[src/rtl/clkdiv_cfg_ctrl.sv]
// Ratio-change sequencer for the integer clock divider: arbitrates two requesters
// and walks each accepted change through gate / quiesce / load / settle / re-enable.
module clkdiv_cfg_ctrl #(
    parameter int WIDTH       = 8,
    parameter int QUIESCE_CYC = 2,
    parameter int SETTLE_CYC  = 2,
    parameter int RESET_RATIO = 1
) (
    input  logic             i_ref_clk,
    input  logic             i_rst_n,
    input  logic             i_en,
    input  logic             i_req0,
    input  logic [WIDTH-1:0] i_ratio0,
    input  logic             i_req1,
    input  logic [WIDTH-1:0] i_ratio1,
    output logic             o_ack0,
    output logic             o_ack1,
    output logic             o_err,
    output logic             o_busy,
    output logic             o_div_en,
    output logic [WIDTH-1:0] o_div_ratio
);

    localparam int MAX_CYC = (QUIESCE_CYC > SETTLE_CYC) ? QUIESCE_CYC : SETTLE_CYC;
    localparam int CW      = $clog2(MAX_CYC + 1);

    // The settle window is SETTLE_CYC cycles of new ratio with the divider gated;
    // the DONE cycle is the last of them, so SETTLE itself holds one cycle fewer.
    localparam logic [CW-1:0]    Q_LOAD    = CW'(QUIESCE_CYC - 1);
    localparam logic [CW-1:0]    S_LOAD    = CW'((SETTLE_CYC >= 2) ? SETTLE_CYC - 2 : 0);
    localparam logic [WIDTH-1:0] RESET_VAL = WIDTH'(RESET_RATIO);
    localparam logic [WIDTH-1:0] BYPASS_LIM = WIDTH'(2);

    typedef enum logic [2:0] {IDLE, GATE, LOAD, SETTLE, DONE} state_t;

    state_t           state_reg, state_next;
    logic [CW-1:0]    cnt_reg, cnt_next;
    logic             ptr_reg, ptr_next;
    logic [WIDTH-1:0] lat_ratio_reg, lat_ratio_next;
    logic             lat_id_reg, lat_id_next;
    logic [WIDTH-1:0] ratio_reg, ratio_next;
    logic             div_en_reg, div_en_next;
    logic             ack0_reg, ack0_next;
    logic             ack1_reg, ack1_next;
    logic             err_reg, err_next;
    logic             busy_reg, busy_next;

    logic             any_req;
    logic             grant_id;
    logic [WIDTH-1:0] grant_ratio;

    // Contention goes to the pointer; a lone request always wins.
    assign any_req     = i_req0 | i_req1;
    assign grant_id    = (i_req0 & i_req1) ? ptr_reg : i_req1;
    assign grant_ratio = grant_id ? i_ratio1 : i_ratio0;

    always_ff @(posedge i_ref_clk) begin
        if (!i_rst_n) begin
            state_reg     <= IDLE;
            cnt_reg       <= '0;
            ptr_reg       <= 1'b0;
            lat_ratio_reg <= RESET_VAL;
            lat_id_reg    <= 1'b0;
            ratio_reg     <= RESET_VAL;
            div_en_reg    <= 1'b0;
            ack0_reg      <= 1'b0;
            ack1_reg      <= 1'b0;
            err_reg       <= 1'b0;
            busy_reg      <= 1'b0;
        end else begin
            state_reg     <= state_next;
            cnt_reg       <= cnt_next;
            ptr_reg       <= ptr_next;
            lat_ratio_reg <= lat_ratio_next;
            lat_id_reg    <= lat_id_next;
            ratio_reg     <= ratio_next;
            div_en_reg    <= div_en_next;
            ack0_reg      <= ack0_next;
            ack1_reg      <= ack1_next;
            err_reg       <= err_next;
            busy_reg      <= busy_next;
        end
    end

    always_comb begin
        state_next = state_reg;
        case (state_reg)
            IDLE: begin
                if (any_req && (grant_ratio != '0) && (grant_ratio != ratio_reg))
                    state_next = GATE;
            end
            GATE:    if (cnt_reg == '0) state_next = LOAD;
            LOAD:    state_next = (SETTLE_CYC > 1) ? SETTLE : DONE;
            SETTLE:  if (cnt_reg == '0) state_next = DONE;
            DONE:    state_next = IDLE;
            default: state_next = IDLE;
        endcase
    end

    always_comb begin
        cnt_next       = cnt_reg;
        ptr_next       = ptr_reg;
        lat_ratio_next = lat_ratio_reg;
        lat_id_next    = lat_id_reg;
        ratio_next     = ratio_reg;
        div_en_next    = 1'b0;
        ack0_next      = 1'b0;
        ack1_next      = 1'b0;
        err_next       = 1'b0;
        busy_next      = (state_next != IDLE);
        case (state_reg)
            IDLE: begin
                div_en_next = i_en && (ratio_reg >= BYPASS_LIM);
                if (any_req) begin
                    ptr_next       = ~grant_id;
                    lat_ratio_next = grant_ratio;
                    lat_id_next    = grant_id;
                    if (grant_ratio == '0 || grant_ratio == ratio_reg) begin
                        err_next  = (grant_ratio == '0);
                        ack0_next = ~grant_id;
                        ack1_next = grant_id;
                    end else begin
                        div_en_next = 1'b0;
                        cnt_next    = Q_LOAD;
                    end
                end
            end
            GATE: begin
                if (cnt_reg != '0) cnt_next = cnt_reg - CW'(1);
            end
            LOAD: begin
                ratio_next = lat_ratio_reg;
                cnt_next   = S_LOAD;
            end
            SETTLE: begin
                if (cnt_reg != '0) cnt_next = cnt_reg - CW'(1);
            end
            DONE: begin
                ack0_next   = ~lat_id_reg;
                ack1_next   = lat_id_reg;
                div_en_next = i_en && (lat_ratio_reg >= BYPASS_LIM);
            end
            default: begin
                div_en_next = 1'b0;
            end
        endcase
    end

    assign o_ack0      = ack0_reg;
    assign o_ack1      = ack1_reg;
    assign o_err       = err_reg;
    assign o_busy      = busy_reg;
    assign o_div_en    = div_en_reg;
    assign o_div_ratio = ratio_reg;

endmodule

[config.mk]
export PLATFORM = sky130hd
export DESIGN_NAME = clkdiv_cfg_ctrl
export DESIGN_NICKNAME = d
export VERILOG_FILES = /design/src/rtl/clkdiv_cfg_ctrl.sv
export SDC_FILE = /design/constraint.sdc
export NUM_CORES = 1
export LEC_CHECK = 0
export CAP_MARGIN = 30
export CORE_MARGIN = 2
export CORE_UTILIZATION = 35
export DETAILED_ROUTE_END_ITERATION = 8
export PLACE_DENSITY_LB_ADDON = 0.12
export SKIP_LAST_GASP = 1
export SLEW_MARGIN = 10
export SYNTH_ARGS = -nofsm -noshare
export SYNTH_HDL_FRONTEND = slang
export SYNTH_SLANG_ARGS = --single-unit
[constraint.sdc]
create_clock -name i_ref_clk -period 2.5 [get_ports i_ref_clk]
set_input_delay 0.75 -clock i_ref_clk [delete_from_list [all_inputs] [get_ports i_ref_clk]]
set_output_delay 0.75 -clock i_ref_clk [all_outputs]
set_load 0.02 [all_outputs]
* After elaboration in Yosys (flattened, before gate mapping) *
Index checks and enable logic that the tools add are counted.
Widths: inputs -> output; s select.

operators by class
  add/subtract/negate cells = 1
  multiply operators = 0
  divide/modulo/power cells = 0
  magnitude comparators = 2
  equal/unequal tests = 9
  shift-type cells = 0
  multiplexer cells = 19
  bitwise operators = 4
  reductions and logical operators = 16

operator list
  operator            number
  $ge 8x2->1 const B  2
  $pmux 3 s4          1
  $mux 3              3
  $eq 8x8->1          1
  $logic_not 8->1     1
  $mux 8              1
  $ne 8x8->1          1
  $reduce_and 4->1    2
  $reduce_bool 8->1   1
  $mux 1              7
  $eq 3x2->1 const B  2
  $mux 2              3
  $pmux 1 s2          3
  $pmux 2 s3          1
  $reduce_bool 3->1   2
  $logic_and 1x1->1   4
  $ne 2x2->1 const B  2
  $eq 3x1->1 const B  1
  $eq 3x3->1 const B  1
  $logic_not 3->1     1
  $logic_not 2->1     1
  $ne 2x1->1 const B  1
  $not 1->1           2
  $reduce_and 2->1    1
  6 further kinds     6

storage, ports and cells
  flip-flop bits (word level) = 28
  latch bits = 0
  memory bits (writable) = 0
  memory bits (read-only) = 0
  input bits = 21
  output and inout port bits = 13
  word-level logic and storage cells = 62
  memories kept = 0

* Longest topological paths before layout *
  depth after elaboration = 9
  gate-level depth with buffers = 9
  depth with buffers taken out = 7

* Worst setup path after synthesis *
Ideal clock, no wire load.

  kind = input to register
  start = input i_req0
  end = register div_en_reg, in the netlist o_div_en
  library setup time = 0.070 ns
  data arrival time = 2.371 ns
  data required time = 2.430 ns
  setup slack = 0.059 ns
  cell stages on the path = 8
  path buffers = 1
  path through = nand2b_4 buf_6 and3_4 or3_1 a221oi_2 a41oi_2 a221o_1 a21oi_1

between the ends
  longest elaborated chain between the ends = 8
  elaborated cells on any way between the ends = 10
  those cells by class = eq/ne: 1; mux: 5; bitwise: 2; reduce/logical: 2

RTL lines
  what                                           line  RTL
  start, declared                                12    input logic i_req0,
  $and 1x1->1                                    54    assign grant_id = (i_req0 & i_req1) ? ptr_reg : i_req1;
  $mux 1                                         54
  $mux 8                                         55    assign grant_ratio = grant_id ? i_ratio1 : i_ratio0;
  $eq 8x8->1 or $logic_not 8->1 (tied branches)  118   if (grant_ratio == '0 || grant_ratio == ratio_reg) begin
  $logic_or 1x1->1                               118
  $mux 1                                         118
  $mux 1 (*)                                     114   if (any_req) begin
  $pmux 1 s2 (*)                                 111   case (state_reg)
  end signal, assigned                           77    div_en_reg <= div_en_next;
  end, declared                                  42    logic div_en_reg, div_en_next;

Every way passes the cells marked *; elsewhere a longest branch is shown, timed or not.
A chain may end at the register's enable or synchronous reset.

* Worst setup path after layout *
Ends and elaborated chain as after synthesis.

==> results.txt <==
----------------------------------------------------
[STA]
  Crit share post-route ... 0.971
  Final-report max-slew violation count ... 0
  Clock skew after layout ... just under 0.006 ns
  Hold violation count in the final report ... 0
  Top achievable clock speed ... roughly 400 MHz
  Crit path time final ... around 2.4 ns
  Worst max-slew margin expressed relative to the limit ... 0.559
  Fin Hold WS ... 0.477 ns
  Worst Tran Pin Value ... roughly 0.66 ns
  Final setup violating endpoints ... 0
  Setup slack after layout ... ~0.073 ns

[Critical path]
  Data required, critical path ... roughly 2.7 ns
  Kind of start point of the critical path ... primary input
  CP arrival ... between 2 and 3 ns
  Worst r2r dst ... o_div_en$_SDFF_PN0_
  Largest fanout of any net on the critical path ... 7
  Critical register-to-register path startpoint ... ptr_reg$_SDFFE_PN0P_
  Critical path class ... in -> reg
  Register-to-Register Path Depth ... 7
  Nature of the critical path endpoint ... flop
  Worst reg2reg setup slack ... 0.37 ns
  Crit path from ... i_req0

[Synthesis]
  Fraction of synthesized cell area taken by the top area cell type ... 0.377
  Synth Area per Inst ... 8.95 um2
  Gate count after technology mapping ... 166
  Number of synthesized flops with an enable pin ... 0
  Number of distinct library cells after synthesis ... between 40 and 50
  Netlist area before placement ... 0.00149 mm2
  Sequential-to-total area share from yosys stat ... 0.377
  Async set-or-reset flop fraction in the synthesized netlist ... 0
  #FFs+latches synth ... 28
  Total nets after synthesis ... roughly 190
  Synth area leader ... dfxtp_1
  Count of synthesis-stage warnings from yosys ... 0
  Flip-flop cell with the highest count after synthesis ... dfxtp_1
  Dominant cells by area after synthesis ... dfxtp_1, mux2i_1, nand2_1, nand2b_1, nor2b_1

[Routing]
  Routed len/inst ... 14.6 um
  Initial DRT Pass Iterations ... 4
  Vias ... between 1k and 1.5k
  Drt initial violations ... 66
  Vias per cell ... ~5.2
  Number of nets with antenna violations after detailed routing ... 0
  Final wirelength ... around 3900 um
  DR DRC count ... 0

[Final layout]
  Antenna fix cells ... 0
  Count of non-filler cells in the finished layout ... 270
  Utilization after layout ... 0.528
  Post-synthesis to final-layout area growth ... 43.1%
  Most used cells in the layout excluding fill and tap cells ... dfxtp_1, clkdlybuf4s50_1, buf_4
  FILL cells ... 381
  Share of post-route cells with drive strength above 1 ... 0.182
  Nets@finish ... between 200 and 250

[Place]
  Post-Place Worst Slack ... -0.535 ns
  Routability cong. ... around 0.84
  Number of buffer cells added on primary ports ... 33
  Final HPWL DP ... 3100 um
  Total placed cells including tap cells ... about 270

[Min path]
  Hold Startpoint ... cnt_reg[1]$_SDFFE_PN0P_
  Count of cells along the worst hold path ... 2
  End point of the most critical hold path ... cnt_reg[1]$_SDFFE_PN0P_
  Path class of the lowest-slack min-delay path ... reg -> reg

[GRT]
  First-pass GRT wire length ... 6660 um
  Number of global-route vias before repair ... roughly 1.4k
  Initial antenna violation count ... 0
  Total routing resource utilization after global routing ... 0.169
  Maximum number of pins on one net before global-route repair ... 20
  Total congestion overflow after global routing ... 0

[Clocking]
  TritonCTS clock tree ... yes
  Number of clock sinks ... 28
  Clock edge transition at the registers on the reported setup and hold paths ... approximately 0.1 ns
  Cell at the root of the clock tree ... clkbuf_8
  Number of clock buffers inserted by TritonCTS ... 3
  Deepest clock path buffer count ... 2
  Clock latency at the later pin of the worst-skew pair ... between 0.2 and 0.3 ns
  H-tree levels ... 1

[Die]
  Number of cell rows ... 23
  Die outline width ... 69.1 um
  Total Die Area ... 0.00478 mm2
  Core box area ... about 0.004 mm2
  Total I/O pin count ... 34
  Starting density of the core ... 0.369
  Die span in y ... about 69 um

[Power and ir drop]
  Gate power share ... 0.435
  Fraction of power spent switching nets ... 0.366
  Clock share of power ... 0.193
  Maximum VDD drop ... approximately 0.67 mV
  P per Cell Area ... a little under 900 mW/mm2
  Relative contribution of sequential cells to total power ... 0.373
  Internal Pwr Total ... approximately 1.2 mW
  Leak pwr ... 0.894 nW
  Total chip power ... about 1.8 mW
  Switching power ... around 0.67 mW

[Job]
  Number of max-capacitance violations reported ... 0

[Run status]
  Result of the run ... finished clean

----------------------------------------------------
==> worst max-delay path by stage <==
stage	end	slack [ns]	depth (start not counted)
after floorplan	o_div_en$_SDFF_PN0_	0.06	8
after global routing	o_busy$_SDFF_PN0_	-0.0001	10
final	o_div_en$_SDFF_PN0_	0.07	8
after detailed placement	o_div_en$_SDFF_PN0_	-0.53	8
after CTS	o_div_en$_SDFF_PN0_	0.01	7
after global placement	o_div_en$_SDFF_PN0_	-0.46	8
==> worst max-delay path: stages <==
cell and delay [ns]:
clkdlybuf4s15_1 0.22, nand2b_4 0.10, and3_4 0.19, or3_4 0.36, a221oi_2 0.29, a41oi_2 0.20
a221o_1 0.37, a21oi_1 0.15
==> cells in the mapped netlist, types with 3 or more instances <==
| cell type | number |
|---|---|
| a21boi_0 | 3 |
| a21oi_1 | 6 |
| mux2i_1 | 15 |
| or3_1 | 3 |
| nor3_1 | 4 |
| dfxtp_1 | 28 |
| nand3_1 | 7 |
| nor4_1 | 6 |
| o211a_1 | 5 |
| nor2_1 | 7 |
| nand2_1 | 19 |
| nor2b_1 | 8 |
| nand2b_1 | 11 |
| inv_1 | 4 |
| o21ai_0 | 3 |
| clkbuf_1 | 4 |
==> logic make-up (layout without fill, tap and decap cells) <==
group                    Yosys count  after routing  synth area share
AO/OA/AOI/OAI                     30             30             0.163
buffers and inverters             12             66            0.0472
multiplexers                      15             15             0.101
adder cells (fa/ha/maj)            1              1           0.00842
XOR/XNOR                           2              2            0.0118
AND/OR/NAND/NOR                   78             78             0.291
flip-flops                        28             28             0.377
==> area by class of cell <==
class	instances	area (um2)	share of cell area
Clock buffer	3	41.3	0.0194
Clock inverter	1	30.0	0.0141
Inverter	4	15.0	0.00706
Multi-Input combinational cell	126	871	0.410
Sequential cell	28	561	0.264
Tap cell	50	62.6	0.0294
Timing Repair Buffer	58	546	0.257
==> what timing repair did <==
item | in CTS | in global routing
endpoints found under the setup margin | 7 | 7
gates cloned | 0 | 0
pin swaps | 2 | 2
setup buffers | 1 | 0
resized for setup | 3 | 11
hold buffers | 0 | 0
==> through the flow <==
stage                     area (um2)    TNS, ns
after floorplan                 1490          0
after global placement          2030      -2.70
after detailed placement        2030      -3.28
after CTS                       2110          0
after global routing            2130  -0.000147
final                           2130          0
==> per-layer routing <==
layer  wire length [um]  vias up  global-route usage
met4                 22        0              0.0327
met1               1770      671               0.221
met2               2020       28               0.291
li1                   -      709                   -
met5                  0        -                   0
met3                137        4              0.0307
==> power by group through the flow <==
| stage | Combinational (mW) | Sequential (mW) | Clock [mW] |
|---|---|---|---|
| floorplan | 0.506 | 0.689 | 0 |
| global placement | 0.778 | 0.691 | 0 |
| detailed placement | 0.788 | 0.697 | 0 |
| CTS | 0.794 | 0.686 | 0.362 |
| global route | 0.877 | 0.703 | 0.379 |
| finish | 0.800 | 0.687 | 0.355 |
No activity file was read; power rests on OpenSTA's default activity.
==> RTL edit: new RTL, config.mk and constraints unchanged <==
The parameter `WIDTH` goes from 8 to 10.
--- a/src/rtl/clkdiv_cfg_ctrl.sv
+++ b/src/rtl/clkdiv_cfg_ctrl.sv
@@ -1,7 +1,7 @@
 // Ratio-change sequencer for the integer clock divider: arbitrates two requesters
 // and walks each accepted change through gate / quiesce / load / settle / re-enable.
 module clkdiv_cfg_ctrl #(
-    parameter int WIDTH       = 8,
+    parameter int WIDTH       = 10,
     parameter int QUIESCE_CYC = 2,
     parameter int SETTLE_CYC  = 2,
     parameter int RESET_RATIO = 1
Interface: changed (resized i_ratio0, i_ratio1 and o_div_ratio); port bits go from 34 to 40. No check against the original RTL was run, so the function may have changed too.
==> RTL edit against the original RTL <==
  * Final cell count increased by 27%
  * Via count increased by 24%
  * Design area increased by 30%
  * Setup slack improved by 0.016 ns
  * Non-clock buffer count increased by 19
  * Wire length increased by 34%
  * Count of clock-buffer cells in the layout increased by 3
  * Die area increased by 16%
  * First-iteration DRC count increased by 41%
  * Synthesized cell count increased by 21%
  * Area after synthesis increased by 17%
  * Sequential cell count increased by 4
  * Total power increased by 24%
  * Critical path type unchanged
  * Critical endpoint is now cnt_reg[0]$_SDFFE_PN0P_
==> RTL edit: results (changes against the original RTL) <==
Run status
  • Status: finished clean

Logic synthesis
  • Post-synthesis adder-cell area fraction: 0.7225% (-0.12 points)
  • Yosys cell types: 46 (+12%)
  • Syn avg cell area: 8.615 um2 (-3.7%)
  • Complex-gate fraction of the synthesized area: 21.68% (+5.3 points)
  • Main area contributors after synthesis: dfxtp_1 (37%), mux2i_1 (10%), o211a_1 (5.8%)
  • Top cells by count, synth: dfxtp_1 (32), nand2_1 (23), mux2i_1 (18), nor2_1 (15), inv_1 (13)
  • Register area share after synthesis: 36.99% (-0.75 points)

Pwr
  • Maximum VDD drop: 0.3809 mV (-43%)
  • Pleak: 1.259 nW (+41%)

CTS
  • Clock-pin slew on the worst setup and hold paths: 0.06 ns (-0.04 ns)
  • Post-CTS Resized: 17 (+14)
  • Total CTS buffers: 5 (+2)
  • H-tree depth: 2 (+1)
  • Setup Buffers After CTS: 4 (+3)
  • Worst-skew pair later-pin latency: 0.29 ns (+0.02 ns)

Layout
  • Fillers: 463 (+22%)
  • Share of cells above drive strength 1: 24.28% (+6.1 points)
  • Post-route non-filler standard cell count: 343 (+27%)

Placement
  • Post-DP HPWL: 3611 um (+16%)
  • GPL Wtd Cong: 0.8167 (-2.9%)
  • Placed Instances: 328 (+24%)

GRT
  • Vias in the first global route: 1697 (+22%)
  • Largest net degree at the start of global routing: 25 (+25%)
  • Total track usage: 19.43% (+2.5 points)
  • Met3 usage: 3.659% (+0.59 points)

Worst setup path
  • Critical path endpoint: cnt_reg[0]$_SDFFE_PN0P_
  • CP startpoint: i_ratio1[3]
  • R2r worst-path depth: 9 (+2)
  • Critical-path maximum fanout: 5 (-2)
  • CP arrival: 2.63 ns (about the same)

Timing
  • Relative slew slack: 64.79% (+8.8 points)
  • Clock skew: 0.003338 ns (-0.002443 ns)

Routing
  • Drt pass-1 iters: 5 (+1)
  • M1 WL: 2402 um (+36%)
  • Met3 WL: 171 um (+25%)
  • Vias per inst: 5.114 (-2.2%)
  • DRT iter0 DRCs: 93 (+41%)
  • Met2 wire length: 2622 um (+30%)
[RTL edit: cell types whose count changed after synthesis, moves of 5 or more]
cell      delta
inv_1        +9
nor2_1       +8
nand2b_1     -6
nand3_1      -5
o211a_1      +5
[RTL edit: worst min path at each step]
| stage | startpoint | endpoint | slack [ns] | depth (start not counted) |
|---|---|---|---|---|
| after floorplan | cnt_reg[1]$_SDFFE_PN0P_ | cnt_reg[1]$_SDFFE_PN0P_ | 0.44 | 2 |
| after global placement | cnt_reg[1]$_SDFFE_PN0P_ | cnt_reg[1]$_SDFFE_PN0P_ | 0.46 | 2 |
| after detailed placement | cnt_reg[1]$_SDFFE_PN0P_ | cnt_reg[1]$_SDFFE_PN0P_ | 0.46 | 2 |
| after CTS | cnt_reg[1]$_SDFFE_PN0P_ | cnt_reg[1]$_SDFFE_PN0P_ | 0.47 | 2 |
| after global routing | cnt_reg[0]$_SDFFE_PN0P_ | cnt_reg[0]$_SDFFE_PN0P_ | 0.51 | 2 |
| final | cnt_reg[1]$_SDFFE_PN0P_ | cnt_reg[1]$_SDFFE_PN0P_ | 0.47 | 2 |
[RTL edit: critical path, stage by stage]
cell and delay [ns]:
clkdlybuf4s50_1 0.46, nor4_1 0.26, nand2_1 0.11, nor3_1 0.30
o21ai_1 0.15, a21boi_4 0.19, a21oi_4 0.20, mux2i_1 0.20
[RTL edit: stage by stage]
| stage | TNS [ns] | worst slack [ns] | instance area [um2] | hold slack [ns] | total power, mW |
|---|---|---|---|---|---|
| 6_report | 0 | 0.08927 | 2774 | 0.4690 | 2.278 |
| 3_5_place_dp | -2.914 | -0.5011 | 2407 | 0.4556 | 1.681 |
| 4_1_cts | 0 | 0.05270 | 2589 | 0.4706 | 2.204 |
| 3_3_place_gp | -2.609 | -0.4305 | 2407 | 0.4570 | 1.682 |
| 2_1_floorplan | 0 | 0.2656 | 1732 | 0.4381 | 1.322 |
| 5_1_grt | -0.04631 | -0.03433 | 2774 | 0.5064 | 2.430 |
[RTL edit: area by class of cell]
class                   count  area [um2]  share of cell area [%]
clock buffers               6       72.57                   2.616
clock inverters             2       35.03                   1.263
inverters                  14       52.55                   1.894
multi-input cells         145        1141                   41.14
flip-flops and latches     32       640.6                   23.09
well taps                  67       83.83                   3.022
repair buffers             77       748.2                   26.97
[RTL edit: power breakdown]
part | leakage (nW) | switching (mW) | internal, mW
Clock | 0.0552 | 0.195 | 0.296
Combinational | 0.941 | 0.509 | 0.483
Sequential | 0.262 | 0.148 | 0.647
[RTL edit: kinds of logic after synthesis]
kind of cell               after synthesis
DFF                                     32
buffers and inverters                   24
and+or+nand+nor                         73
AOI/OAI and AO/OA                       48
muxes                                   18
xor gates and xnor gates                 5
adders and majority gates                1
